## config.mk

```make
export PLATFORM = sky130hd
export DESIGN_NAME = alu_flag_writeback_flat
export DESIGN_NICKNAME = d
export VERILOG_FILES = /design/src/rtl/alu_flag_writeback_if.sv /design/src/rtl/alu_flag_writeback.sv /design/src/flat_wrapper.sv
export SDC_FILE = /design/constraint.sdc
export NUM_CORES = 1
export LEC_CHECK = 0
export ABC_AREA = 0
export CAP_MARGIN = 10
export CORE_MARGIN = 4
export CORE_UTILIZATION = 53
export DETAILED_ROUTE_END_ITERATION = 10
export GPL_ROUTABILITY_DRIVEN = 0
export PLACE_DENSITY = 0.91
export SYNTH_ARGS = -nofsm -noshare
export SYNTH_HDL_FRONTEND = slang
export SYNTH_SLANG_ARGS = --single-unit
```

## constraint.sdc

```tcl
create_clock -name clk -period 19.4 [get_ports clk]
set_input_delay 5.82 -clock clk [delete_from_list [all_inputs] [get_ports clk]]
set_output_delay 5.82 -clock clk [all_outputs]
set_load 0.02 [all_outputs]
```

## src/rtl/alu_flag_writeback_if.sv

```systemverilog
// alu_flag_writeback_if
//   Bundles every non-clock signal of alu_flag_writeback.
//   master : upstream adder, downstream consumer, branch unit (drives in_*, out_ready, cc_*)
//   slave  : alu_flag_writeback itself
//   Signals:
//     in_valid/in_ready/in_z/in_{s,zr,c,p,o}/in_fmask : adder result handshake + flags + write mask
//     out_valid/out_ready/out_z                        : result FIFO head handshake
//     flags, o_sticky, clr_sticky                      : architectural flags, sticky overflow
//     cc_req/cc_code/cc_ack/cc_true                    : condition-code evaluation
interface alu_flag_writeback_if #(
    parameter int WIDTH = 64
);
    logic             in_valid;
    logic             in_ready;
    logic [WIDTH-1:0] in_z;
    logic             in_s;
    logic             in_zr;
    logic             in_c;
    logic             in_p;
    logic             in_o;
    logic [4:0]       in_fmask;
    logic             out_valid;
    logic             out_ready;
    logic [WIDTH-1:0] out_z;
    logic [4:0]       flags;
    logic             o_sticky;
    logic             clr_sticky;
    logic             cc_req;
    logic [3:0]       cc_code;
    logic             cc_ack;
    logic             cc_true;

    modport master (
        output in_valid, in_z, in_s, in_zr, in_c, in_p, in_o, in_fmask,
        output out_ready, clr_sticky, cc_req, cc_code,
        input  in_ready, out_valid, out_z, flags, o_sticky, cc_ack, cc_true
    );

    modport slave (
        input  in_valid, in_z, in_s, in_zr, in_c, in_p, in_o, in_fmask,
        input  out_ready, clr_sticky, cc_req, cc_code,
        output in_ready, out_valid, out_z, flags, o_sticky, cc_ack, cc_true
    );
endinterface

```

## src/rtl/alu_flag_writeback.sv

```systemverilog
// alu_flag_writeback
//   Write-back stage behind the 64-bit adder. Accepted sums go into an in-order
//   DEPTH-entry FIFO feeding the register-file write port; the adder flags are
//   merged into the architectural flags register under a per-op write mask, and
//   x86-style condition codes are evaluated for the branch unit.
//   Ports:
//     clk   : rising-edge clock
//     rst_n : synchronous active-low reset
//     bus   : alu_flag_writeback_if.slave (handshakes, flags, condition codes)
//   Flag bit order everywhere is {O,S,ZR,P,C}.
module alu_flag_writeback #(
    parameter int WIDTH = 64,
    parameter int DEPTH = 2
) (
    input  logic                  clk,
    input  logic                  rst_n,
    alu_flag_writeback_if.slave   bus
);
    localparam int AW = (DEPTH > 1) ? $clog2(DEPTH) : 1;
    localparam int CW = $clog2(DEPTH + 1);
    localparam logic [CW-1:0] FULL = CW'(DEPTH);

    // flag bit positions
    localparam int F_C  = 0;
    localparam int F_P  = 1;
    localparam int F_ZR = 2;
    localparam int F_S  = 3;
    localparam int F_O  = 4;

    logic [WIDTH-1:0] r_mem [DEPTH];
    logic [AW-1:0]    r_wr_ptr;
    logic [AW-1:0]    r_rd_ptr;
    logic [CW-1:0]    r_count;
    logic [4:0]       r_flags;
    logic             r_sticky;
    logic             r_cc_ack;
    logic             r_cc_true;

    logic             w_in_ready;
    logic             w_out_valid;
    logic             w_accept;
    logic             w_pop;
    logic [4:0]       w_new_flags;
    logic [4:0]       w_flags_next;

    // Condition selector: code[3:1] picks the base predicate, code[0] inverts it.
    function automatic logic f_cond(input logic [3:0] code, input logic [4:0] f);
        logic base;
        logic sxo;
        sxo  = f[F_S] ^ f[F_O];
        base = 1'b0;
        case (code[3:1])
            3'd0: base = f[F_O];
            3'd1: base = f[F_C];
            3'd2: base = f[F_ZR];
            3'd3: base = f[F_C] | f[F_ZR];
            3'd4: base = f[F_S];
            3'd5: base = f[F_P];
            3'd6: base = sxo;
            3'd7: base = f[F_ZR] | sxo;
            default: base = 1'b0;
        endcase
        return base ^ code[0];
    endfunction

    // Ready is a pure function of registered occupancy: no pass-through when full.
    assign w_in_ready  = (r_count != FULL);
    assign w_out_valid = (r_count != '0);
    assign w_accept    = bus.in_valid & w_in_ready;
    assign w_pop       = w_out_valid & bus.out_ready;

    assign w_new_flags = {bus.in_o, bus.in_s, bus.in_zr, bus.in_p, bus.in_c};

    // The mux on w_accept keeps X on idle in_* lines out of the flags register.
    always_comb begin
        w_flags_next = r_flags;
        if (w_accept)
            w_flags_next = (r_flags & ~bus.in_fmask) | (w_new_flags & bus.in_fmask);
    end

    // Result FIFO
    always_ff @(posedge clk) begin
        if (!rst_n) begin
            for (int i = 0; i < DEPTH; i++)
                r_mem[i] <= '0;
            r_wr_ptr <= '0;
            r_rd_ptr <= '0;
            r_count  <= '0;
        end else begin
            if (w_accept) begin
                r_mem[r_wr_ptr] <= bus.in_z;
                r_wr_ptr        <= r_wr_ptr + 1'b1;   // DEPTH is a power of 2: natural wrap
            end
            if (w_pop)
                r_rd_ptr <= r_rd_ptr + 1'b1;
            case ({w_accept, w_pop})
                2'b10:   r_count <= r_count + 1'b1;
                2'b01:   r_count <= r_count - 1'b1;
                default: r_count <= r_count;
            endcase
        end
    end

    // Flags and sticky overflow; a set on the same cycle as clr_sticky wins.
    always_ff @(posedge clk) begin
        if (!rst_n) begin
            r_flags  <= '0;
            r_sticky <= 1'b0;
        end else begin
            r_flags <= w_flags_next;
            if (w_accept & bus.in_o & bus.in_fmask[F_O])
                r_sticky <= 1'b1;
            else if (bus.clr_sticky)
                r_sticky <= 1'b0;
        end
    end

    // Condition evaluation uses w_flags_next so an accept in the request cycle is seen.
    always_ff @(posedge clk) begin
        if (!rst_n) begin
            r_cc_ack  <= 1'b0;
            r_cc_true <= 1'b0;
        end else begin
            r_cc_ack <= bus.cc_req;
            if (bus.cc_req)
                r_cc_true <= f_cond(bus.cc_code, w_flags_next);
        end
    end

    assign bus.in_ready  = w_in_ready;
    assign bus.out_valid = w_out_valid;
    assign bus.out_z     = r_mem[r_rd_ptr];
    assign bus.flags     = r_flags;
    assign bus.o_sticky  = r_sticky;
    assign bus.cc_ack    = r_cc_ack;
    assign bus.cc_true   = r_cc_true;
endmodule
```

## src/flat_wrapper.sv

```systemverilog
// flat-port wrapper written by rule: the top's interface ports become plain ports
module alu_flag_writeback_flat 
#(
    parameter int WIDTH = 64,
    parameter int DEPTH = 2
)
  (clk, rst_n, bus_in_valid, bus_in_z, bus_in_s, bus_in_zr, bus_in_c, bus_in_p, bus_in_o, bus_in_fmask, bus_out_ready, bus_clr_sticky, bus_cc_req, bus_cc_code, bus_in_ready, bus_out_valid, bus_out_z, bus_flags, bus_o_sticky, bus_cc_ack, bus_cc_true);
  alu_flag_writeback_if #(.WIDTH(WIDTH)) bus_i ();
  input  logic clk;
  input  logic rst_n;
  input wire logic [$bits(bus_i.in_valid)-1:0] bus_in_valid;
  input wire logic [$bits(bus_i.in_z)-1:0] bus_in_z;
  input wire logic [$bits(bus_i.in_s)-1:0] bus_in_s;
  input wire logic [$bits(bus_i.in_zr)-1:0] bus_in_zr;
  input wire logic [$bits(bus_i.in_c)-1:0] bus_in_c;
  input wire logic [$bits(bus_i.in_p)-1:0] bus_in_p;
  input wire logic [$bits(bus_i.in_o)-1:0] bus_in_o;
  input wire logic [$bits(bus_i.in_fmask)-1:0] bus_in_fmask;
  input wire logic [$bits(bus_i.out_ready)-1:0] bus_out_ready;
  input wire logic [$bits(bus_i.clr_sticky)-1:0] bus_clr_sticky;
  input wire logic [$bits(bus_i.cc_req)-1:0] bus_cc_req;
  input wire logic [$bits(bus_i.cc_code)-1:0] bus_cc_code;
  output wire logic [$bits(bus_i.in_ready)-1:0] bus_in_ready;
  output wire logic [$bits(bus_i.out_valid)-1:0] bus_out_valid;
  output wire logic [$bits(bus_i.out_z)-1:0] bus_out_z;
  output wire logic [$bits(bus_i.flags)-1:0] bus_flags;
  output wire logic [$bits(bus_i.o_sticky)-1:0] bus_o_sticky;
  output wire logic [$bits(bus_i.cc_ack)-1:0] bus_cc_ack;
  output wire logic [$bits(bus_i.cc_true)-1:0] bus_cc_true;
  assign bus_i.in_valid = bus_in_valid;
  assign bus_i.in_z = bus_in_z;
  assign bus_i.in_s = bus_in_s;
  assign bus_i.in_zr = bus_in_zr;
  assign bus_i.in_c = bus_in_c;
  assign bus_i.in_p = bus_in_p;
  assign bus_i.in_o = bus_in_o;
  assign bus_i.in_fmask = bus_in_fmask;
  assign bus_i.out_ready = bus_out_ready;
  assign bus_i.clr_sticky = bus_clr_sticky;
  assign bus_i.cc_req = bus_cc_req;
  assign bus_i.cc_code = bus_cc_code;
  assign bus_in_ready = bus_i.in_ready;
  assign bus_out_valid = bus_i.out_valid;
  assign bus_out_z = bus_i.out_z;
  assign bus_flags = bus_i.flags;
  assign bus_o_sticky = bus_i.o_sticky;
  assign bus_cc_ack = bus_i.cc_ack;
  assign bus_cc_true = bus_i.cc_true;
  alu_flag_writeback #(.WIDTH(WIDTH), .DEPTH(DEPTH)) u_core (.clk(clk), .rst_n(rst_n), .bus(bus_i));
endmodule
```

==> impl_summary.txt, run 1 <==
----------------------------------------------------
[Critical path]
  Data required time at the worst endpoint ... 13.58 ns
  Category of the worst setup path capture point ... output port
  Start-to-end type of the worst setup path ... flop to output port
  Max FO, Critical Path ... 39
  Worst setup path end ... bus_out_z[0]
  Crit start category ... flop
  Arrival @ worst endpoint ... 2.69 ns
  Setup slack of the worst register-to-register path ... 16.90 ns
  Worst reg-to-reg path cell count ... 5
  Worst flop-to-flop path endpoint ... u_core.r_mem[0][50]
  Startpoint of the most critical register-to-register path ... u_core.r_count[0]

[Clock tree]
  Clock buffer count from CTS ... 17
  Number of clock sinks ... 141
  Clock tree from TritonCTS ... done
  Post-CTS Hold Buffers ... 0
  Number of H-tree levels ... 4
  Deepest clock path buffer count ... 2
  Post-CTS repair timing setup buffer count ... 0
  Clock Latency Late Sink ... 0.41 ns
  CTS Root Cell ... sky130_fd_sc_hd__clkbuf_16
  Clock transition at the registers of the reported paths ... 0.06 ns
  Post-cts sizing count ... 0

[Die]
  Initial Utilization ... 0.543
  Die height ... 116 um
  Standard cell core area ... 11400 um^2
  Die Wd ... 116 um
  Full die area ... 13500 um^2
  Standard-cell row count ... 39
  Number of primary I/O pins ... 158

[STA]
  Worst hold slack ... 0.527 ns
  Crit share post-route ... 0.438
  Highest achievable clock rate ... 118 MHz
  Final Hold Viols ... 0
  Setup-violating endpoint count in the final report ... 0
  Clock Skews ... 0.0102 ns
  Slew of the pin with the lowest slew margin ... 1.20 ns
  Setup repair after global routing missed its margin ... false
  Relative slew slack ... 0.200
  Max-slew violation total from the final report ... 0
  Setup TNS Final ... 0 ns
  Fin crit period ... 8.51 ns

[Yosys]
  Flip-flop and latch count after synthesis ... 141
  Post-synth top area cell ... sky130_fd_sc_hd__edfxtp_1
  Top cells by count, synth ... sky130_fd_sc_hd__and2_1, sky130_fd_sc_hd__edfxtp_1, sky130_fd_sc_hd__mux2_2
  Proportion of synthesized chip area in sequential cells ... 0.662
  Proportion of register bits with asynchronous set or reset after synthesis ... 0
  Warnings from Yosys ... 0
  Main synth FF type ... sky130_fd_sc_hd__edfxtp_1
  Most repeated cell in the gate-level netlist after synthesis ... sky130_fd_sc_hd__and2_1
  Number of synthesized flops with an enable pin ... 128
  Top area cells in the synthesized netlist ... sky130_fd_sc_hd__edfxtp_1, sky130_fd_sc_hd__and2_1, sky130_fd_sc_hd__mux2_2
  Syn nets ... 505
  Unique cell type count in the Yosys netlist ... 41
  Average footprint of a synthesized cell ... 14.8 um^2
  Fraction of post-synthesis cell area in the top cell type by area ... 0.620
  Post-synthesis instance total ... 420
  Synthesized area ... 6200 um^2

[Power and ir drop]
  Power share of the clock group ... 0.299
  Design internal power ... 0.000759 W
  Part of the power in registers ... 0.386
  Leak Pwr ... 3.17 nW
  Logic gate share of total power ... 0.315
  Largest voltage drop on the vdd net ... 0.0713 mV
  Power density relative to cell area ... 125 nW/um^2
  Total chip power ... 0.00106 W
  Switching power as a share of total power ... 0.286
  Switch Pwr ... 0.000304 W

[Route]
  Met2 wirelength from detailed routing ... 6530 um
  Wire length per cell ... 17.6 um
  Wire length on met3 ... 986 um
  DR pass1 iterations ... 5
  DRC errors left ... 0
  ANT nets after route ... 0
  Violation count after the first detailed-route iteration ... 234
  Uppermost routed layer ... met4
  Routed length on met1 ... 5150 um
  Total number of vias ... 3848
  Total detailed-routing wirelength ... 12900 um
  Vias per cell ... 5.24

[GRT]
  Overflow left after global routing ... 0
  Number of global-route vias before repair ... 4068
  Wire length of the first global-routing pass ... 19800 um
  Antenna violations before repair ... 0
  Maximum number of pins on one net before global-route repair ... 65
  Total routing usage reported by global routing ... 0.194

[Place]
  Post-DP Area ... 7930 um^2
  I/O Buffers ... 157
  HPWL after DPL ... 8420 um

[Layout]
  Final Net Count ... 664
  Filler Cell Count ... 715
  Proportion of layout cells with a drive suffix above 1 ... 0.190
  P&R area growth vs syn ... 37.2%
  Area occupied by multi-input gates ... 2030 um^2
  Diode count ... 0
  Post-route design area ... 8510 um^2
  Sequential cell area in the final layout ... 4110 um^2

[Min path]
  Hold path cells ... 2
  Path category of the worst min-delay check ... flop to flop

[Outcome]
  Outcome ... completed

[Flow run]
  Maxcap violations ... 0

----------------------------------------------------
-- through the flow --
stage | setup WS [ns] | cells | util
global route | 10.78 | 734 | 0.745
detailed placement | 10.85 | 703 | 0.694
CTS | 10.87 | 734 | 0.745
global placement | 10.92 | 703 | 0.694
floorplan | 8.16 | 420 | -
finish | 10.89 | 734 | 0.745
-- state kept, by name (all words and copies together) (netlist names), named ones only --
signal               flops
u_core.bus.cc_true       1
u_core.bus.o_sticky      1
u_core.r_count           2
u_core.bus.flags         5
u_core.r_mem           128
u_core.r_rd_ptr          1
u_core.r_wr_ptr          1
u_core.bus.cc_ack        1
-- critical path, cell delays in order, from the launching register on --
cell	delay [ns]
sky130_fd_sc_hd__dfxtp_2	0.74
sky130_fd_sc_hd__buf_4	0.57
sky130_fd_sc_hd__mux2_2	0.39
sky130_fd_sc_hd__clkdlybuf4s50_1	0.58
-- placed cells by master, fill, tap and decap left out, types with 2 or more instances in the layout --
| master | count |
|---|---|
| sky130_fd_sc_hd__clkinv_2 | 3 |
| sky130_fd_sc_hd__and2_1 | 134 |
| sky130_fd_sc_hd__nor2_1 | 2 |
| sky130_fd_sc_hd__nor2b_1 | 2 |
| sky130_fd_sc_hd__edfxtp_1 | 128 |
| sky130_fd_sc_hd__mux2_2 | 64 |
| sky130_fd_sc_hd__a21boi_0 | 4 |
| sky130_fd_sc_hd__nand4_1 | 3 |
| sky130_fd_sc_hd__or3_1 | 3 |
| sky130_fd_sc_hd__buf_4 | 4 |
| sky130_fd_sc_hd__clkinv_1 | 2 |
| sky130_fd_sc_hd__o21ai_4 | 2 |
| sky130_fd_sc_hd__bufinv_16 | 3 |
| sky130_fd_sc_hd__dfxtp_1 | 12 |
| sky130_fd_sc_hd__nand2_1 | 7 |
| sky130_fd_sc_hd__o21ai_0 | 3 |
| sky130_fd_sc_hd__xnor2_1 | 4 |
| sky130_fd_sc_hd__clkbuf_16 | 17 |
| sky130_fd_sc_hd__clkdlybuf4s50_1 | 157 |
| sky130_fd_sc_hd__o211ai_1 | 2 |
| sky130_fd_sc_hd__inv_1 | 3 |
| sky130_fd_sc_hd__clkinvlp_4 | 5 |
-- layer usage --
| metal | global-route usage | vias to the layer above |
|---|---|---|
| met5 | 0 | - |
| met3 | 0.0642 | 26 |
| met1 | 0.229 | 1857 |
| li1 | - | 1821 |
| met2 | 0.336 | 144 |
| met4 | 0.0619 | 0 |
-- power groups by stage --
stage                     clock, W  combinational (W)  sequential [W]
after floorplan                  0           0.000197        0.000410
after global placement           0           0.000332        0.000413
after detailed placement         0           0.000336        0.000416
after CTS                 0.000321           0.000339        0.000411
after global routing      0.000334           0.000356        0.000415
final                     0.000318           0.000335        0.000410
-- cells by family (layout without fill, tap and decap cells) --
family / after synthesis / count (layout) / share of synthesized area
AND/OR/NAND/NOR: 163 / 163 / 0.168
flip-flops: 141 / 141 / 0.662
multiplexers: 65 / 65 / 0.118
buffers and inverters: 25 / 196 / 0.0157
AO/OA/AOI/OAI: 21 / 21 / 0.0285
XOR/XNOR: 4 / 4 / 0.00565
adder cells (fa/ha/maj): 1 / 1 / 0.00202
-- area by class of cell --
type	count	share of cell area
Sequential cell	141	0.483
Multi-Input combinational cell	254	0.238
Timing Repair Buffer	161	0.188
Clock buffer	18	0.0504
Tap cell	143	0.0210
Clock inverter	13	0.0176
Inverter	4	0.00206
-- how the worst min path moves through the flow --
| stage | startpoint | slack, ns | endpoint |
|---|---|---|---|
| 2_1_floorplan | u_core.r_count[1] | 0.47 | u_core.r_count[1] |
| 3_3_place_gp | u_core.bus.o_sticky | 0.47 | u_core.bus.o_sticky |
| 3_5_place_dp | u_core.bus.o_sticky | 0.52 | u_core.bus.o_sticky |
| 4_1_cts | u_core.bus.o_sticky | 0.53 | u_core.bus.o_sticky |
| 5_1_grt | u_core.bus.o_sticky | 0.55 | u_core.bus.o_sticky |
| 6_report | u_core.bus.o_sticky | 0.53 | u_core.bus.o_sticky |
Power figures use the tool's default switching activity.
==> run 2, diff against run 1 <==
--- a/config.mk
+++ b/config.mk
@@ -8,10 +8,10 @@
 export ABC_AREA = 0
 export CAP_MARGIN = 10
 export CORE_MARGIN = 4
-export CORE_UTILIZATION = 53
+export CORE_UTILIZATION = 44
 export DETAILED_ROUTE_END_ITERATION = 10
 export GPL_ROUTABILITY_DRIVEN = 0
-export PLACE_DENSITY = 0.91
+export PLACE_DENSITY = 0.81
 export SYNTH_ARGS = -nofsm -noshare
 export SYNTH_HDL_FRONTEND = slang
 export SYNTH_SLANG_ARGS = --single-unit
==> constraint.sdc (replaced) <==
create_clock -name clk -period 7.7 [get_ports clk]
set_input_delay 2.31 -clock clk [delete_from_list [all_inputs] [get_ports clk]]
set_output_delay 2.31 -clock clk [all_outputs]
set_load 0.02 [all_outputs]
==> impl_summary.txt, run 2 (synthesis results as in run 1) <==
----------------------------------------------------
[Critical path]
  Buffer and inverter count on the worst path ... 1
  Data required time at the worst endpoint ... 5.39 ns
  Max FO, Critical Path ... 64
  Arrival @ worst endpoint ... 2.34 ns
  Category of the worst setup path capture point ... output port
  Delay-heaviest family, CP ... flip-flops
  Slowest stage cell, crit path ... sky130_fd_sc_hd__dfxtp_4
  Cell Chain, Critical Path ... mux2_2 > clkdlybuf4s50_1
  Crit start category ... flop
  Max stage delay on crit path ... 0.94 ns
  Start-to-end type of the worst setup path ... flop to output port

[Die]
  Die height ... 127 um
  Standard cell core area ... 13800 um^2
  Die Wd ... 127 um
  Initial Utilization ... 0.448
  Full die area ... 16100 um^2
  Standard-cell row count ... 43
  Number of primary I/O pins ... 158

[Layout]
  Most common cell after layout, fill and taps aside ... sky130_fd_sc_hd__clkdlybuf4s50_1
  Area occupied by multi-input gates ... 2030 um^2
  Filler Cell Count ... 1034
  Register with the most flip-flops ... u_core.r_mem
  Flip-flop count of the largest register, all copies and words added ... 128
  Diode count ... 0
  Non-filler instance count after layout ... 772
  Sequential cell area in the final layout ... 4110 um^2
  Proportion of layout cells with a drive suffix above 1 ... 0.196
  Leading cell types in the layout, fill and taps excluded ... sky130_fd_sc_hd__clkdlybuf4s50_1, sky130_fd_sc_hd__and2_1, sky130_fd_sc_hd__edfxtp_1
  Final Net Count ... 664
  P&R area growth vs syn ... 38.0%

[STA]
  Relative slew slack ... 0.404
  Setup TNS Final ... 0 ns
  Crit share post-route ... 0.603
  Fin crit period ... 4.65 ns
  Setup-violating endpoint count in the final report ... 0
  Clock Skews ... 0.00957 ns
  Worst hold slack ... 0.501 ns
  Crit path setup slack, layout ... 3.05 ns
  Setup repair after global routing missed its margin ... false
  Slew of the pin with the lowest slew margin ... 0.895 ns
  Max-slew violation total from the final report ... 0
  Highest achievable clock rate ... 215 MHz
  Final Hold Viols ... 0

[Power and ir drop]
  Power density relative to cell area ... 310 nW/um^2
  Switching power as a share of total power ... 0.298
  Design internal power ... 0.00186 W
  Switch Pwr ... 0.000790 W
  Largest voltage drop on the vdd net ... 0.156 mV
  Logic gate share of total power ... 0.307
  Power share of the clock group ... 0.292
  Leak Pwr ... 3.16 nW
  Part of the power in registers ... 0.402

[GRT]
  Maximum number of pins on one net before global-route repair ... 65
  Antenna violations before repair ... 0
  Total routing usage reported by global routing ... 0.163
  Wire length of the first global-routing pass ... 20500 um
  Overflow left after global routing ... 0
  Number of global-route vias before repair ... 4188

[Clock tree]
  Post-CTS Hold Buffers ... 0
  Deepest clock path buffer count ... 2
  Number of clock sinks ... 141
  Post-CTS repair timing setup buffer count ... 0
  Clock transition at the registers of the reported paths ... 0.06 ns
  Number of H-tree levels ... 4
  Clock tree from TritonCTS ... done
  CTS Root Cell ... sky130_fd_sc_hd__clkbuf_16
  Post-cts sizing count ... 0
  Clock Latency Late Sink ... 0.40 ns
  Clock buffer count from CTS ... 17

[Place]
  I/O Buffers ... 157
  HPWL after DPL ... 7990 um
  DP Cell Count ... 739
  Worst slack after detailed placement ... 2.79 ns

[Route]
  Routed length on met1 ... 5180 um
  Vias per cell ... 4.95
  Uppermost routed layer ... met4
  Total number of vias ... 3820
  Wire length per cell ... 16.4 um
  ANT nets after route ... 0
  Total detailed-routing wirelength ... 12700 um
  DR pass1 iterations ... 4
  DRC errors left ... 0
  Wire length on met3 ... 866 um
  Violation count after the first detailed-route iteration ... 214
  Met2 wirelength from detailed routing ... 6460 um

[Min path]
  Path category of the worst min-delay check ... flop to flop

[Outcome]
  Outcome ... completed

[Flow run]
  Maxcap violations ... 0

----------------------------------------------------
## run 2: final timing paths
kind              cells past startpoint                 from                   to  slack (ns)
hold reg to reg                       2  u_core.bus.o_sticky  u_core.bus.o_sticky        0.50
hold / removal                        2  u_core.bus.o_sticky  u_core.bus.o_sticky        0.50
setup reg to reg                      6    u_core.r_count[0]  u_core.r_mem[0][39]        5.52
setup / recovery                      2                 flop        bus_out_z[29]        3.05
## run 2: through the flow
stage,cell area (um^2),power [W],util
after global placement,7970,0.00188,0.576
after detailed placement,7970,0.00190,0.576
after global routing,8550,0.00276,0.619
after CTS,8530,0.00267,0.617
after floorplan,6200,0.00152,-
final,8550,0.00265,0.619
## run 2: final cells by class
type	instances	area share
inverters	4	0.00205
flip-flops and latches	141	0.480
clock buffers	17	0.0497
clock inverters	15	0.0162
well taps	180	0.0263
repair buffers	161	0.189
multi-input cells	254	0.237
## run 2: routing by layer
metal  vias to the layer above  track usage
met2                       144        0.286
met1                      1845        0.188
met3                        15       0.0539
met4                         0       0.0511
li1                       1816            -
met5                         -            0
## run 2: tightest hold or removal path: stages (launching register included)
cell and delay [ns]:
sky130_fd_sc_hd__dfxtp_1 0.31, sky130_fd_sc_hd__nand2b_1 0.06, sky130_fd_sc_hd__a21boi_0 0.07
## run 2: power groups by stage
stage | Combinational, W | Clock (W) | Sequential [W]
global placement | 0.000810 | 0 | 0.00107
CTS | 0.000823 | 0.000783 | 0.00107
floorplan | 0.000497 | 0 | 0.00103
finish | 0.000812 | 0.000772 | 0.00106
detailed placement | 0.000816 | 0 | 0.00108
global route | 0.000864 | 0.000818 | 0.00108
